<file path="config.mk">
export PLATFORM = sky130hd
export DESIGN_NAME = mdr_fetch_ctrl_flat
export DESIGN_NICKNAME = d
export VERILOG_FILES = /design/src/rtl/mdr_fetch_ctrl_pkg.sv /design/src/rtl/mdr_fetch_if.sv /design/src/rtl/mdr_wait_timer.sv /design/src/rtl/mdr_fetch_ctrl.sv /design/src/flat_wrapper.sv
export SDC_FILE = /design/constraint.sdc
export NUM_CORES = 1
export LEC_CHECK = 0
export BUFFER_PORTS_ARGS = -buffer_cell sky130_fd_sc_hd__buf_2
export CAP_MARGIN = 5
export CORE_MARGIN = 2
export CORE_UTILIZATION = 30
export DETAILED_ROUTE_END_ITERATION = 8
export REMOVE_ABC_BUFFERS = 1
export SLEW_MARGIN = 10
export SYNTH_ARGS = -nofsm -noshare
export SYNTH_HDL_FRONTEND = slang
export SYNTH_SLANG_ARGS = --single-unit
</file>
<file path="constraint.sdc">
create_clock -name clk -period 3 [get_ports clk]
set_input_delay 0.15 -clock clk [delete_from_list [all_inputs] [get_ports clk]]
set_output_delay 0.15 -clock clk [all_outputs]
set_load 0.01 [all_outputs]
</file>
<file path="src/rtl/mdr_fetch_ctrl_pkg.sv">
// Shared definitions for the MDR fetch sequencer: state encoding and default sizing.
package mdr_fetch_ctrl_pkg;

  localparam int ADDR_W_DEF  = 8;
  localparam int NBYTES_DEF  = 2;
  localparam int TIMEOUT_DEF = 15;

  typedef enum logic [2:0] {
    IDLE  = 3'd0,
    REQ   = 3'd1,
    SHIFT = 3'd2,
    DONE  = 3'd3,
    ERR   = 3'd4
  } state_t;

endpackage

</file>
<file path="src/rtl/mdr_fetch_if.sv">
// Handshake bundle between the CPU control unit / memory and the MDR fetch sequencer.
interface mdr_fetch_if #(
  parameter int ADDR_W = 8
);
  logic              start;
  logic [ADDR_W-1:0] base_addr;
  logic              mem_ack;
  logic              mem_rd;
  logic [ADDR_W-1:0] mem_addr;
  logic              mdr_re;
  logic              mdr_shift;
  logic              busy;
  logic              done;
  logic              err;

  modport slave (
    input  start, base_addr, mem_ack,
    output mem_rd, mem_addr, mdr_re, mdr_shift, busy, done, err
  );

  modport master (
    output start, base_addr, mem_ack,
    input  mem_rd, mem_addr, mdr_re, mdr_shift, busy, done, err
  );
endinterface

</file>
<file path="src/rtl/mdr_wait_timer.sv">
// Loadable down-counter guarding one memory request; expired when the budget is used up.
module mdr_wait_timer #(
  parameter int TIMEOUT = 15
) (
  input  logic clk,
  input  logic rst_n,
  input  logic clr,
  input  logic en,
  output logic expired
);

  localparam int W = $clog2(TIMEOUT + 1);
  localparam logic [W-1:0] LOAD = W'(TIMEOUT - 1);

  logic [W-1:0] cnt_q;

  always_ff @(posedge clk or negedge rst_n) begin
    if (!rst_n) begin
      cnt_q <= '0;
    end else if (clr) begin
      cnt_q <= LOAD;
    end else if (en && (cnt_q != '0)) begin
      cnt_q <= cnt_q - 1'b1;
    end
  end

  assign expired = (cnt_q == '0);

endmodule

</file>
<file path="src/rtl/mdr_fetch_ctrl.sv">
// Byte-serial fill of the 15-bit MDR: NBYTES reads from consecutive addresses,
// first byte ends up most significant, with a per-request acknowledge timeout.
module mdr_fetch_ctrl
  import mdr_fetch_ctrl_pkg::*;
#(
  parameter int ADDR_W  = ADDR_W_DEF,
  parameter int NBYTES  = NBYTES_DEF,
  parameter int TIMEOUT = TIMEOUT_DEF
) (
  input logic        clk,
  input logic        rst_n,
  mdr_fetch_if.slave bus
);

  localparam int IDX_W = (NBYTES > 1) ? $clog2(NBYTES) : 1;
  localparam logic [IDX_W-1:0] LAST_IDX = IDX_W'(NBYTES - 1);

  state_t            state_q, state_d;
  logic [ADDR_W-1:0] base_q;
  logic [IDX_W-1:0]  idx_q;

  logic tmr_clr, tmr_en, tmr_expired;
  logic rd_c, re_c, shift_c, done_c, err_c;

  mdr_wait_timer #(
    .TIMEOUT(TIMEOUT)
  ) u_wait_timer (
    .clk    (clk),
    .rst_n  (rst_n),
    .clr    (tmr_clr),
    .en     (tmr_en),
    .expired(tmr_expired)
  );

  always_ff @(posedge clk or negedge rst_n) begin
    if (!rst_n) begin
      state_q <= IDLE;
      base_q  <= '0;
      idx_q   <= '0;
    end else begin
      state_q <= state_d;
      if (state_q == IDLE && bus.start) begin
        base_q <= bus.base_addr;
        idx_q  <= '0;
      end else if (state_q == SHIFT) begin
        idx_q <= idx_q + 1'b1;
      end
    end
  end

  // mdr_re follows mem_ack combinationally so the MDR loads on the edge the ack is seen.
  always_comb begin
    state_d = state_q;
    tmr_clr = 1'b0;
    tmr_en  = 1'b0;
    rd_c    = 1'b0;
    re_c    = 1'b0;
    shift_c = 1'b0;
    done_c  = 1'b0;
    err_c   = 1'b0;
    case (state_q)
      IDLE: begin
        if (bus.start) begin
          tmr_clr = 1'b1;
          state_d = REQ;
        end
      end
      REQ: begin
        rd_c = 1'b1;
        re_c = bus.mem_ack;
        if (bus.mem_ack) begin
          state_d = (idx_q == LAST_IDX) ? DONE : SHIFT;
        end else if (tmr_expired) begin
          state_d = ERR;
        end else begin
          tmr_en = 1'b1;
        end
      end
      SHIFT: begin
        shift_c = 1'b1;
        tmr_clr = 1'b1;
        state_d = REQ;
      end
      DONE: begin
        done_c  = 1'b1;
        state_d = IDLE;
      end
      ERR: begin
        err_c   = 1'b1;
        state_d = IDLE;
      end
      default: state_d = IDLE;
    endcase
  end

  assign bus.mem_rd    = rd_c;
  assign bus.mem_addr  = rd_c ? (base_q + ADDR_W'(idx_q)) : '0;
  assign bus.mdr_re    = re_c;
  assign bus.mdr_shift = shift_c;
  assign bus.busy      = (state_q != IDLE);
  assign bus.done      = done_c;
  assign bus.err       = err_c;

endmodule

</file>
<file path="src/flat_wrapper.sv">
// flat-port wrapper written by rule: the top's interface ports become plain ports
module mdr_fetch_ctrl_flat import mdr_fetch_ctrl_pkg::*;
#(
  parameter int ADDR_W  = ADDR_W_DEF,
  parameter int NBYTES  = NBYTES_DEF,
  parameter int TIMEOUT = TIMEOUT_DEF
)
  (clk, rst_n, bus_start, bus_base_addr, bus_mem_ack, bus_mem_rd, bus_mem_addr, bus_mdr_re, bus_mdr_shift, bus_busy, bus_done, bus_err);
  mdr_fetch_if #(.ADDR_W(ADDR_W)) bus_i ();
  input logic clk;
  input logic rst_n;
  input wire logic [$bits(bus_i.start)-1:0] bus_start;
  input wire logic [$bits(bus_i.base_addr)-1:0] bus_base_addr;
  input wire logic [$bits(bus_i.mem_ack)-1:0] bus_mem_ack;
  output wire logic [$bits(bus_i.mem_rd)-1:0] bus_mem_rd;
  output wire logic [$bits(bus_i.mem_addr)-1:0] bus_mem_addr;
  output wire logic [$bits(bus_i.mdr_re)-1:0] bus_mdr_re;
  output wire logic [$bits(bus_i.mdr_shift)-1:0] bus_mdr_shift;
  output wire logic [$bits(bus_i.busy)-1:0] bus_busy;
  output wire logic [$bits(bus_i.done)-1:0] bus_done;
  output wire logic [$bits(bus_i.err)-1:0] bus_err;
  assign bus_i.start = bus_start;
  assign bus_i.base_addr = bus_base_addr;
  assign bus_i.mem_ack = bus_mem_ack;
  assign bus_mem_rd = bus_i.mem_rd;
  assign bus_mem_addr = bus_i.mem_addr;
  assign bus_mdr_re = bus_i.mdr_re;
  assign bus_mdr_shift = bus_i.mdr_shift;
  assign bus_busy = bus_i.busy;
  assign bus_done = bus_i.done;
  assign bus_err = bus_i.err;
  mdr_fetch_ctrl #(.ADDR_W(ADDR_W), .NBYTES(NBYTES), .TIMEOUT(TIMEOUT)) u_core (.clk(clk), .rst_n(rst_n), .bus(bus_i));
endmodule
</file>
[Word-level counts from Yosys, hierarchy flattened]
Index checks and enable logic that the tools add are counted.
W data, S select, Z words.
Cells by class
  equal/unequal tests: 6
  multipliers: 0
  bitwise gates (word level): 0
  reduce and logical (&&, ||, !) cells: 9
  divide/modulo/power cells: 0
  multiplexer cells: 20
  shift operators: 0
  order comparisons: 0
  add/subtract/negate cells: 3
Operators by type and width (count)
  $mux W1: 12
  $mux W3: 3
  $pmux W3 S3: 1
  $add A8 B1 Y8: 1
  $mux W4: 2
  $mux W8: 1
  $eq A3 B2 Y1 const B: 2
  $logic_not A4 Y1: 1
  $reduce_bool A2 Y1: 2
  $reduce_bool A4 Y1: 1
  $sub A4 B1 Y4 const B: 1
  $eq A3 B1 Y1 const B: 1
  $eq A3 B3 Y1 const B: 1
  $logic_not A3 Y1: 1
  $ne A3 B2 Y1 const B: 1
  $reduce_bool A3 Y1: 1
  $logic_and A1 B1 Y1: 2
  $ne A2 B2 Y1 const B: 1
  $pmux W1 S2: 1
  $reduce_and A2 Y1: 1
  $add A1 B1 Y1 const B: 1
Storage, ports and cells
  bits in latches: 0
  output and inout bits: 14
  bits of input ports: 12
  word-level logic and storage cells: 42
  memories kept: 0
  register bits: 16
  bits in read-only memories: 0
  RAM bits: 0

[Longest topological paths before layout]
Gate-level depths: netlist of the first run.
  depth after elaboration: 7
  mapped depth: 6
  depth with buffers taken out: 5

[Cells and area by module]
Synthesis of the first run repeated with hierarchy kept, for this count alone.
Unflattened totals
  cells, all modules: 89
  area total of the unflattened synthesis: 935.9 µm²
Modules (own cells, without submodules)
  mdr_fetch_ctrl: area an instance 709.4 µm², instances 1, cells each 68, seq. area each 300.3 µm²
  mdr_wait_timer: area an instance 226.5 µm², instances 1, cells each 21, seq. area each 100.1 µm²

[Worst setup path after synthesis of the first run]
OpenSTA, ideal clock, no wires.
  path kind: reg2out
  start point: register u_core.idx_q
  end point: output port bus_mem_addr[7]
  data required time: 2.850 ns
  path slack: 1.440 ns
  path buffers: 0
  stages on the path, launching flop included: 5
  data arrival time: 1.410 ns
  cell sequence: dfrtp_1 > ha_1 > nand3_1 > or4_1 > a21oi_1
Between the ends
  longest elaborated chain between the ends: 2
RTL lines
  from (decl): line mdr_fetch_ctrl.sv:20  | logic [IDX_W-1:0] idx_q;
  from (signal assigned): line mdr_fetch_ctrl.sv:46  | idx_q <= idx_q + 1'b1;
  $add A8 B1 Y8: line mdr_fetch_ctrl.sv:97  | assign bus.mem_addr = rd_c ? (base_q + ADDR_W'(idx_q)) : '0;
  $mux W8: line mdr_fetch_ctrl.sv:97
  to (decl): line flat_wrapper.sv:16  | output wire logic [$bits(bus_i.mem_addr)-1:0] bus_mem_addr;
Every way passes these cells.

[Worst setup path after layout of the first run]
  start point: register u_core.idx_q
  end point: output port bus_mem_addr[6]
The elaborated chain is that of the path after synthesis.

==> results of run 1 <==
cells in the mapped netlist, types with 2 or more instances:
master | number | area (um^2)
inv_1 | 7 | 26.3
nand2_1 | 4 | 15.0
nand3_1 | 5 | 25.0
nor2_1 | 5 | 18.8
nand2b_1 | 2 | 12.5
a21oi_1 | 7 | 35.0
or3_1 | 2 | 12.5
xor2_1 | 2 | 17.5
dfrtp_1 | 16 | 400
and2_1 | 5 | 31.3
nor3_1 | 3 | 15.0
ha_1 | 3 | 37.5
o21ai_0 | 2 | 10.0
xnor2_1 | 2 | 17.5
mux2_2 | 7 | 78.8
power breakdown:
part | internal (mW) | leakage (nW) | switching (mW) | total (mW)
Clock | 0.0739 | 0.0210 | 0.0702 | 0.144
Combinational | 0.247 | 0.332 | 0.249 | 0.496
Sequential | 0.306 | 0.187 | 0.0935 | 0.399
Total | 0.627 | 0.540 | 0.412 | 1.04
routing by layer:
layer | vias to the layer above | GRT usage
met5 | - | 0
li1 | 374 | -
met1 | 360 | 0.129
met4 | 0 | 0.00952
met3 | 0 | 0.0584
met2 | 28 | 0.200
worst max path at each step:
stage,startpoint,endpoint,slack [ns],cells after the start
after global routing,u_core.idx_q,bus_mem_addr[7],0.84,5
after detailed placement,u_core.idx_q,bus_mem_addr[6],1.31,6
after floorplan,u_core.idx_q,bus_mem_addr[7],1.44,4
final,u_core.idx_q,bus_mem_addr[6],0.97,6
after global placement,u_core.idx_q,bus_mem_addr[7],1.35,5
after CTS,u_core.idx_q,bus_mem_addr[6],0.97,6
worst register-to-register path, stage by stage, from the launching register on:
cell	delay (ns)
dfrtp_1	0.39
inv_1	0.10
ha_1	0.20
or3b_1	0.49
a311o_1	0.35
final cells by class:
class | count | area (um^2) | area share
inverters | 7 | 26.3 | 0.0232
well taps | 33 | 41.3 | 0.0365
flip-flops and latches | 16 | 400 | 0.354
repair buffers | 26 | 135 | 0.119
clock buffers | 4 | 36.3 | 0.0321
multi-input cells | 65 | 492 | 0.435
per-stage QoR:
| step | power (mW) | cell area, um^2 | hold WS (ns) | utilization |
|---|---|---|---|---|
| floorplan | 0.740 | 918 | -0.146 | - |
| global placement | 0.886 | 1080 | 0.0879 | 0.361 |
| detailed placement | 0.903 | 1080 | 0.0883 | 0.361 |
| CTS | 1.06 | 1130 | 0.0784 | 0.377 |
| global route | 1.13 | 1130 | 0.0625 | 0.377 |
| finish | 1.04 | 1130 | 0.0880 | 0.377 |
what timing repair did:
| item | 4_1_cts | 5_1_grt |
|---|---|---|
| hold endpoints to repair | 16 | 0 |
| buffers inserted | 0 | 0 |
| hold buffers | 1 | 0 |
registers in the layout, summed over array words and instances, names as in the netlist:
name and cells:
u_core.base_q 8, u_core.idx_q 1, u_core.state_q 3, u_core.u_wait_timer.cnt_q 4
layout by cell type (no fill, tap or decap), types with 3 or more instances in the layout:
| master | count |
|---|---|
| nor3_1 | 3 |
| nor2_1 | 5 |
| nand2_1 | 4 |
| inv_1 | 7 |
| nand3_1 | 5 |
| ha_1 | 3 |
| dfrtp_1 | 16 |
| a21oi_1 | 7 |
| and2_1 | 5 |
| buf_2 | 25 |
| clkbuf_4 | 3 |
| mux2_2 | 7 |
cells by family (layout without fill, tap and decap cells):
group,count (synthesis),count (layout)
AND/OR/NAND/NOR,35,35
XOR/XNOR,4,4
buffers and inverters,9,37
multiplexers,9,9
adder cells (fa/ha/maj),3,3
flip-flops,16,16
AO/OA/AOI/OAI,14,14
==> impl_metrics.json, run 1 <==
{
  "fin_skew_ns": 0.00159,
  "synthAdderAreaFrac": 0.0402,
  "path_max_fanout": 3,
  "grt_max_degree": 17,
  "drt-pass1-iter-count": 4,
  "clkLatencyLatePin_ns": 0.29,
  "fin_crit_ns": 2.03,
  "clkSinkCount": 16,
  "crit-reg2reg-launch": "u_core.u_wait_timer.cnt_q[0]",
  "synth_warnings": 0,
  "relSlewSlack": 0.735,
  "route.met2.wl_um": 922,
  "cp_slowest_cell": "dfrtp_1",
  "ios": 26,
  "fillers": 318,
  "ys_ff_latch": 16,
  "r2r_slack_ns": 1.36,
  "p_leak_nw": 0.540,
  "reg2reg_depth": 4,
  "synth_mux_area_frac": 0.107,
  "core_mm2": 0.00300,
  "cp_num_buf_inv": 1,
  "place_inst": 146,
  "die_y_um": 59.8,
  "synth-xor-area-share": 0.0375,
  "pre_cts_slack_ns": 1.31,
  "path_common_cell": "ha_1",
  "final_cells": 151,
  "wl_met3_um": 175,
  "grt_pass1_wl_mm": 3.08,
  "yosysSeqAreaShare": 0.429,
  "fp.dieW_um": 59.8,
  "ir_drop_mv": 0.333,
  "nets": 134,
  "start_util": 0.311,
  "grt-ovfl-total": 0,
  "cts_inserted_buffers": 3,
  "finalHoldViolCount": 0,
  "cts_buffer_depth": 2,
  "synth_ff_type": "dfrtp_1",
  "post-route-drc-count": 0,
  "port_buffers": 25,
  "grt_antenna_before_repair": 0,
  "r2r_end": "u_core.u_wait_timer.cnt_q[1]",
  "drt-vias-per-instance": 5.05,
  "criticalPathCategory": "flop to output port",
  "slowest_delay_ns": 0.40,
  "num_antenna_cells": 0,
  "clockRootBuffer": "clkbuf_4",
  "fmaxAchievable_ghz": 0.493,
  "synth_edf_count": 0,
  "synth_top_family_by_area": "simple AND/OR/NAND/NOR gates",
  "grt_pass1_vias": 702,
  "setup_violations": 0,
  "synth_area_per_cell_um2": 10.4,
  "hold_start": "bus_base_addr[2]",
  "finalWorstSetupSlack_ns": 0.973,
  "drt-total-wl_mm": 1.89,
  "cts.htree.levels": 1,
  "yosysUniqueCellTypes": 33,
  "postSynthCellCount": 90,
  "vias": 762,
  "top_layer": "met3",
  "start_kind": "flop",
  "syn2layout_area_growth_pct": 21.2,
  "syn_area_um2": 933,
  "hold-path-cell-count": 2,
  "met1_length_um": 795,
  "min_period_over_period": 0.676,
  "worst_pin_slew_ns": 0.396,
  "fp-row-count": 20,
  "power.density_mw_per_mm2": 919,
  "critPathRequiredTime_ns": 2.85,
  "crit_path_cell_trace": "ha_1 > ha_1 > nand3_1 > or3_1 > a21oi_1 > buf_2",
  "ys_async_sr_fraction": 1.00,
  "drive_above_1_share": 0.339,
  "max_cap_violations": 0,
  "status": "finished clean",
  "ant_nets": 0,
  "cts_resized": 0,
  "rsz0062_at_grt": "no",
  "synthSimpleGateAreaFrac": 0.248,
  "critical_path.top_delay_family": "simple AND/OR/NAND/NOR gates",
  "arrival_ns": 1.88,
  "setup_tns_ns": 0,
  "slew_viol_final": 0,
  "synth_compound_area_frac": 0.0938,
  "dp_hpwl_mm": 1.48,
  "min_to": "u_core.base_q[2]",
  "cts_tree": "done",
  "die-area_mm2": 0.00357,
  "clkTransAtPathRegs_ns": 0.10,
  "wl_per_cell_um": 12.5,
  "groute.usage.overall": 0.114,
  "min_path_type": "primary input to flop",
  "drt_iter0_drc": 24,
  "cp-end-kind": "output port",
  "gp_congestion": 0.833
}
No activity file was read; power rests on OpenSTA's default activity.
==> run 2, diff against run 1 <==
Clock period 3 ns to 1.8 ns, I/O delays scaled along.
==> impl_metrics.json, run 2 (synthesis gave the netlist of run 1 again) <==
{
  "status": "finished with violations",
  "violations": "setup timing",
  "path_max_fanout": 3,
  "grt_pass1_vias": 746,
  "critical_path.top_delay_family": "simple AND/OR/NAND/NOR gates",
  "fmaxAchievable_ghz": 0.555,
  "drt_iter0_drc": 37,
  "fin_crit_ns": 1.80,
  "crit_path_cell_trace": "ha_4 > nand3_2 > buf_6 > or3_4 > a21oi_2 > buf_2",
  "criticalPathCategory": "flop to output port",
  "cp-end-kind": "output port",
  "nets": 138,
  "post-route-util": 0.410,
  "groute.usage.overall": 0.128,
  "die-area_mm2": 0.00357,
  "drt-vias-per-instance": 5.01,
  "dp_hpwl_mm": 1.54,
  "port_buffers": 25,
  "gp_congestion": 0.813,
  "min_to": "u_core.base_q[2]",
  "cts_tree": "done",
  "drt-total-wl_mm": 2.10,
  "power.density_mw_per_mm2": 1530,
  "setup_violations": 1,
  "reg.largest.list": "u_core.base_q: 8 flops, u_core.u_wait_timer.cnt_q: 4 flops, u_core.state_q: 3 flops",
  "start_kind": "flop",
  "cts_buffer_depth": 2,
  "min_path_type": "primary input to flop",
  "r2r_slack_ns": 0.15,
  "grt_max_degree": 17,
  "num_antenna_cells": 0,
  "cp_num_buf_inv": 2,
  "wl_per_cell_um": 13.5,
  "die_y_um": 59.8,
  "max_cap_violations": 0,
  "drive_above_1_share": 0.434,
  "fillers": 306,
  "rsz0062_at_grt": "yes",
  "final_common_cell": "buf_2",
  "pre_cts_slack_ns": 0.179,
  "finalHoldViolCount": 0,
  "setup_tns_ns": -0.00323,
  "cp_slowest_cell": "dfrtp_1",
  "clkSinkCount": 16,
  "regMostFlops": "u_core.base_q",
  "clkTransAtPathRegs_ns": 0.10,
  "worst_pin_slew_ns": 0.404,
  "crit-reg2reg-launch": "u_core.u_wait_timer.cnt_q[0]",
  "critPathRequiredTime_ns": 1.71,
  "use_met2": 0.210,
  "grt_use_met3": 0.0563,
  "grt_pass1_wl_mm": 3.33,
  "reg2reg_depth": 4,
  "relSlewSlack": 0.729,
  "clkLatencyLatePin_ns": 0.30,
  "p_leak_nw": 0.565,
  "vias": 777,
  "post-route-drc-count": 0,
  "finalWorstSetupSlack_ns": -0.00323,
  "fp.dieW_um": 59.8,
  "cts_inserted_buffers": 3,
  "grt_antenna_before_repair": 0,
  "hold_start": "bus_base_addr[2]",
  "largest_reg_flops": 8,
  "syn2layout_area_growth_pct": 31.8,
  "ir_drop_mv": 0.622,
  "drt-pass1-iter-count": 4,
  "whs_ns": 0.0173,
  "hold-path-cell-count": 2,
  "arrival_ns": 1.71,
  "grt-ovfl-total": 0,
  "r2r_end": "u_core.u_wait_timer.cnt_q[1]",
  "start_util": 0.311,
  "clockRootBuffer": "clkbuf_4",
  "core_mm2": 0.00300,
  "grt_busiest_layer": "met2",
  "slowest_delay_ns": 0.40,
  "ant_nets": 0,
  "min_period_over_period": 1.00,
  "fp-row-count": 20,
  "slew_viol_final": 0,
  "ios": 26,
  "grt_use_met1": 0.143,
  "final_cell_mix": "buf_2, dfrtp_1, inv_1, mux2_2, a21oi_1",
  "fin_skew_ns": 0.00638,
  "cts.htree.levels": 1
}
[run 2: changes by cell type in the layout (fill, tap and decap cells not counted), sizes merged]
cell,delta
buf,+4
[run 2: per-stage QoR]
step / area [um^2] / cells / power, mW
final: 1230 / 155 / 1.88
after global routing: 1230 / 155 / 2.03
after CTS: 1200 / 155 / 1.84
after detailed placement: 1090 / 147 / 1.52
after global placement: 1090 / 147 / 1.48
after floorplan: 918 / 88 / 1.23
[run 2: final cells by class]
type | count | area [um^2] | share of cell area
Clock buffer | 4 | 36.3 | 0.0295
Inverter | 7 | 26.3 | 0.0214
Multi-Input combinational cell | 65 | 557 | 0.453
Sequential cell | 16 | 400 | 0.326
Tap cell | 33 | 41.3 | 0.0336
Timing Repair Buffer | 30 | 169 | 0.137
[run 2: worst reg2reg max path: stages, from the launching register on]
cell and delay [ns]:
dfrtp_1 0.39, inv_1 0.10, ha_1 0.20, or3b_1 0.48, a311o_1 0.36
[run 2: power breakdown]
group          internal, mW  leakage (nW)  switching [mW]
clock                 0.123        0.0210           0.122
sequential            0.509         0.187           0.188
combinational         0.472         0.357           0.461
total                  1.10         0.565           0.772
[run 2: worst max-delay path by stage]
| stage | start | endpoint | slack [ns] | cells past startpoint |
|---|---|---|---|---|
| after global placement | u_core.u_wait_timer.cnt_q[0] | u_core.u_wait_timer.cnt_q[1] | 0.23 | 4 |
| after global routing | u_core.base_q[0] | bus_mem_addr[5] | -0.11 | 6 |
| after floorplan | u_core.idx_q | bus_mem_addr[7] | 0.30 | 4 |
| after detailed placement | u_core.u_wait_timer.cnt_q[0] | u_core.u_wait_timer.cnt_q[1] | 0.18 | 4 |
| final | u_core.base_q[0] | bus_mem_addr[5] | -0.003 | 6 |
| after CTS | u_core.base_q[0] | bus_mem_addr[5] | 0.0004 | 6 |
[run 2: repair_timing]
item,4_1_cts,5_1_grt
hold buffers,1,0
gates resized for setup,7,7
pin swaps,6,0
setup endpoints to repair,3,6
buffers inserted,3,0
hold endpoints to repair,16,0
[run 2: per-layer routing]
metal | up-vias | routed length (um)
met4 | 0 | 36
li1 | 381 | -
met5 | - | 0
met1 | 369 | 878
met2 | 22 | 1030
met3 | 5 | 150
==> run 3, diff against run 2 <==
Settings changed: SETUP_SLACK_MARGIN from default to 0.05.
==> impl_metrics.json, run 3 (synthesis gave the netlist of run 1 again) <==
{
  "clkTransAtPathRegs_ns": 0.10,
  "power.density_mw_per_mm2": 1520,
  "regMostFlops": "u_core.base_q",
  "fmaxAchievable_ghz": 0.558,
  "groute.usage.overall": 0.131,
  "clkLatencyLatePin_ns": 0.30,
  "drt-total-wl_mm": 2.16,
  "post-route-util": 0.411,
  "drt-pass1-iter-count": 4,
  "core_mm2": 0.00300,
  "arrival_ns": 1.70,
  "grt-ovfl-total": 0,
  "nets": 140,
  "final_common_cell": "buf_2",
  "status": "finished clean",
  "power.share.clock": 0.132,
  "grt_pass1_wl_mm": 3.42,
  "grt_antenna_before_repair": 0,
  "drt-vias-per-instance": 5.11,
  "syn2layout_area_growth_pct": 32.2,
  "criticalPathCategory": "flop to output port",
  "fp.dieW_um": 59.8,
  "dpl-instance-area_mm2": 0.00109,
  "cts_inserted_buffers": 3,
  "cts.htree.levels": 1,
  "cts_tree": "done",
  "die-area_mm2": 0.00357,
  "setup_violations": 0,
  "ant_nets": 0,
  "cp-end-kind": "output port",
  "critPathRequiredTime_ns": 1.71,
  "grt_pass1_vias": 762,
  "internal_power_mw": 1.10,
  "clockRootBuffer": "clkbuf_4",
  "min_path_type": "primary input to flop",
  "start_util": 0.311,
  "reg.largest.list": "u_core.base_q: 8 flops, u_core.u_wait_timer.cnt_q: 4 flops, u_core.state_q: 3 flops",
  "path_max_fanout": 2,
  "p_sw_frac": 0.410,
  "p_leak_nw": 0.574,
  "post-route-drc-count": 0,
  "finalInstanceArea_mm2": 0.00123,
  "relSlewSlack": 0.729,
  "drive_above_1_share": 0.435,
  "vias": 802,
  "largest_reg_flops": 8,
  "num_antenna_cells": 0,
  "wl_per_cell_um": 13.7,
  "rsz0062_at_grt": "yes",
  "worst_pin_slew_ns": 0.404,
  "drt_iter0_drc": 47,
  "ios": 26,
  "setup_tns_ns": 0,
  "fin_skew_ns": 0.00657,
  "fillers": 305,
  "die_y_um": 59.8,
  "cts_buffer_depth": 2,
  "pre_cts_slack_ns": 0.179,
  "max_cap_violations": 0,
  "final_cell_mix": "buf_2, dfrtp_1, inv_1, mux2_2, a21oi_1",
  "port_buffers": 25,
  "clkSinkCount": 16,
  "slew_viol_final": 0,
  "ir_drop_mv": 0.622,
  "switchingPower_mw": 0.767,
  "fin_crit_ns": 1.79,
  "grt_max_degree": 17,
  "min_period_over_period": 0.995,
  "finalHoldViolCount": 0,
  "seq_power_share": 0.369,
  "dp_hpwl_mm": 1.54,
  "start_kind": "flop",
  "gp_congestion": 0.813,
  "pwr-share-comb": 0.499,
  "fp-row-count": 20,
  "finalWorstSetupSlack_ns": 0.00936
}
run 3: routing by layer:
metal | global-route usage | share of wire | routed length [um] | vias to the layer above
met3 | 0.0563 | 0.071 | 152 | 5
li1 | - | - | - | 387
met1 | 0.146 | 0.41 | 891 | 386
met5 | 0 | 0 | 0 | -
met4 | 0.0571 | 0.017 | 36 | 0
met2 | 0.217 | 0.50 | 1070 | 24
run 3: power by group through the flow:
stage | Clock (mW) | Combinational, mW | Sequential (mW)
after global placement | 0 | 0.816 | 0.667
after floorplan | 0 | 0.603 | 0.631
after global routing | 0.276 | 1.03 | 0.715
final | 0.246 | 0.934 | 0.690
after CTS | 0.258 | 0.906 | 0.684
after detailed placement | 0 | 0.847 | 0.672
run 3: worst max-delay path, cell delays in order (launching register included):
cell and delay (ns):
dfrtp_1 0.41, ha_4 0.17, nand3_2 0.10, or4_1 0.42, a21oi_1 0.16, buf_2 0.16
run 3: timing repair:
item,4_1_cts,5_1_grt
hold endpoints to repair,16,0
cloned,0,0
hold buffers,1,0
gates resized for setup,7,5
endpoints found under the setup margin,3,9
pin swaps,8,1
buffers inserted,5,0
run 3: cell type report:
type	count	area (um^2)	share of cell area
Multi-Input combinational cell	65	546	0.442
Inverter	7	26.3	0.0213
Clock buffer	4	36.3	0.0294
Tap cell	33	41.3	0.0335
Sequential cell	16	400	0.325
Timing Repair Buffer	32	184	0.149
run 3: metrics by stage:
| step | cells | hold WS, ns | power, mW |
|---|---|---|---|
| CTS | 157 | 0.00788 | 1.85 |
| detailed placement | 147 | 0.0340 | 1.52 |
| floorplan | 88 | -0.206 | 1.23 |
| global route | 157 | 0.00275 | 2.02 |
| global placement | 147 | 0.0307 | 1.48 |
| finish | 157 | 0.0168 | 1.87 |
run 3: final timing paths:
kind | startpoint | to | slack, ns | depth (start not counted)
max | u_core.idx_q | bus_mem_addr[7] | 0.009 | 5
min | bus_base_addr[2] | u_core.base_q[2] | 0.02 | 2
max reg2reg | u_core.u_wait_timer.cnt_q[0] | u_core.u_wait_timer.cnt_q[1] | 0.15 | 4
min reg2reg | u_core.u_wait_timer.cnt_q[3] | u_core.u_wait_timer.cnt_q[3] | 0.50 | 1
max in group asynchronous | rst_n | u_core.state_q[0] | 1.28 | 2
min in group asynchronous | rst_n | u_core.base_q[7] | 0.23 | 2
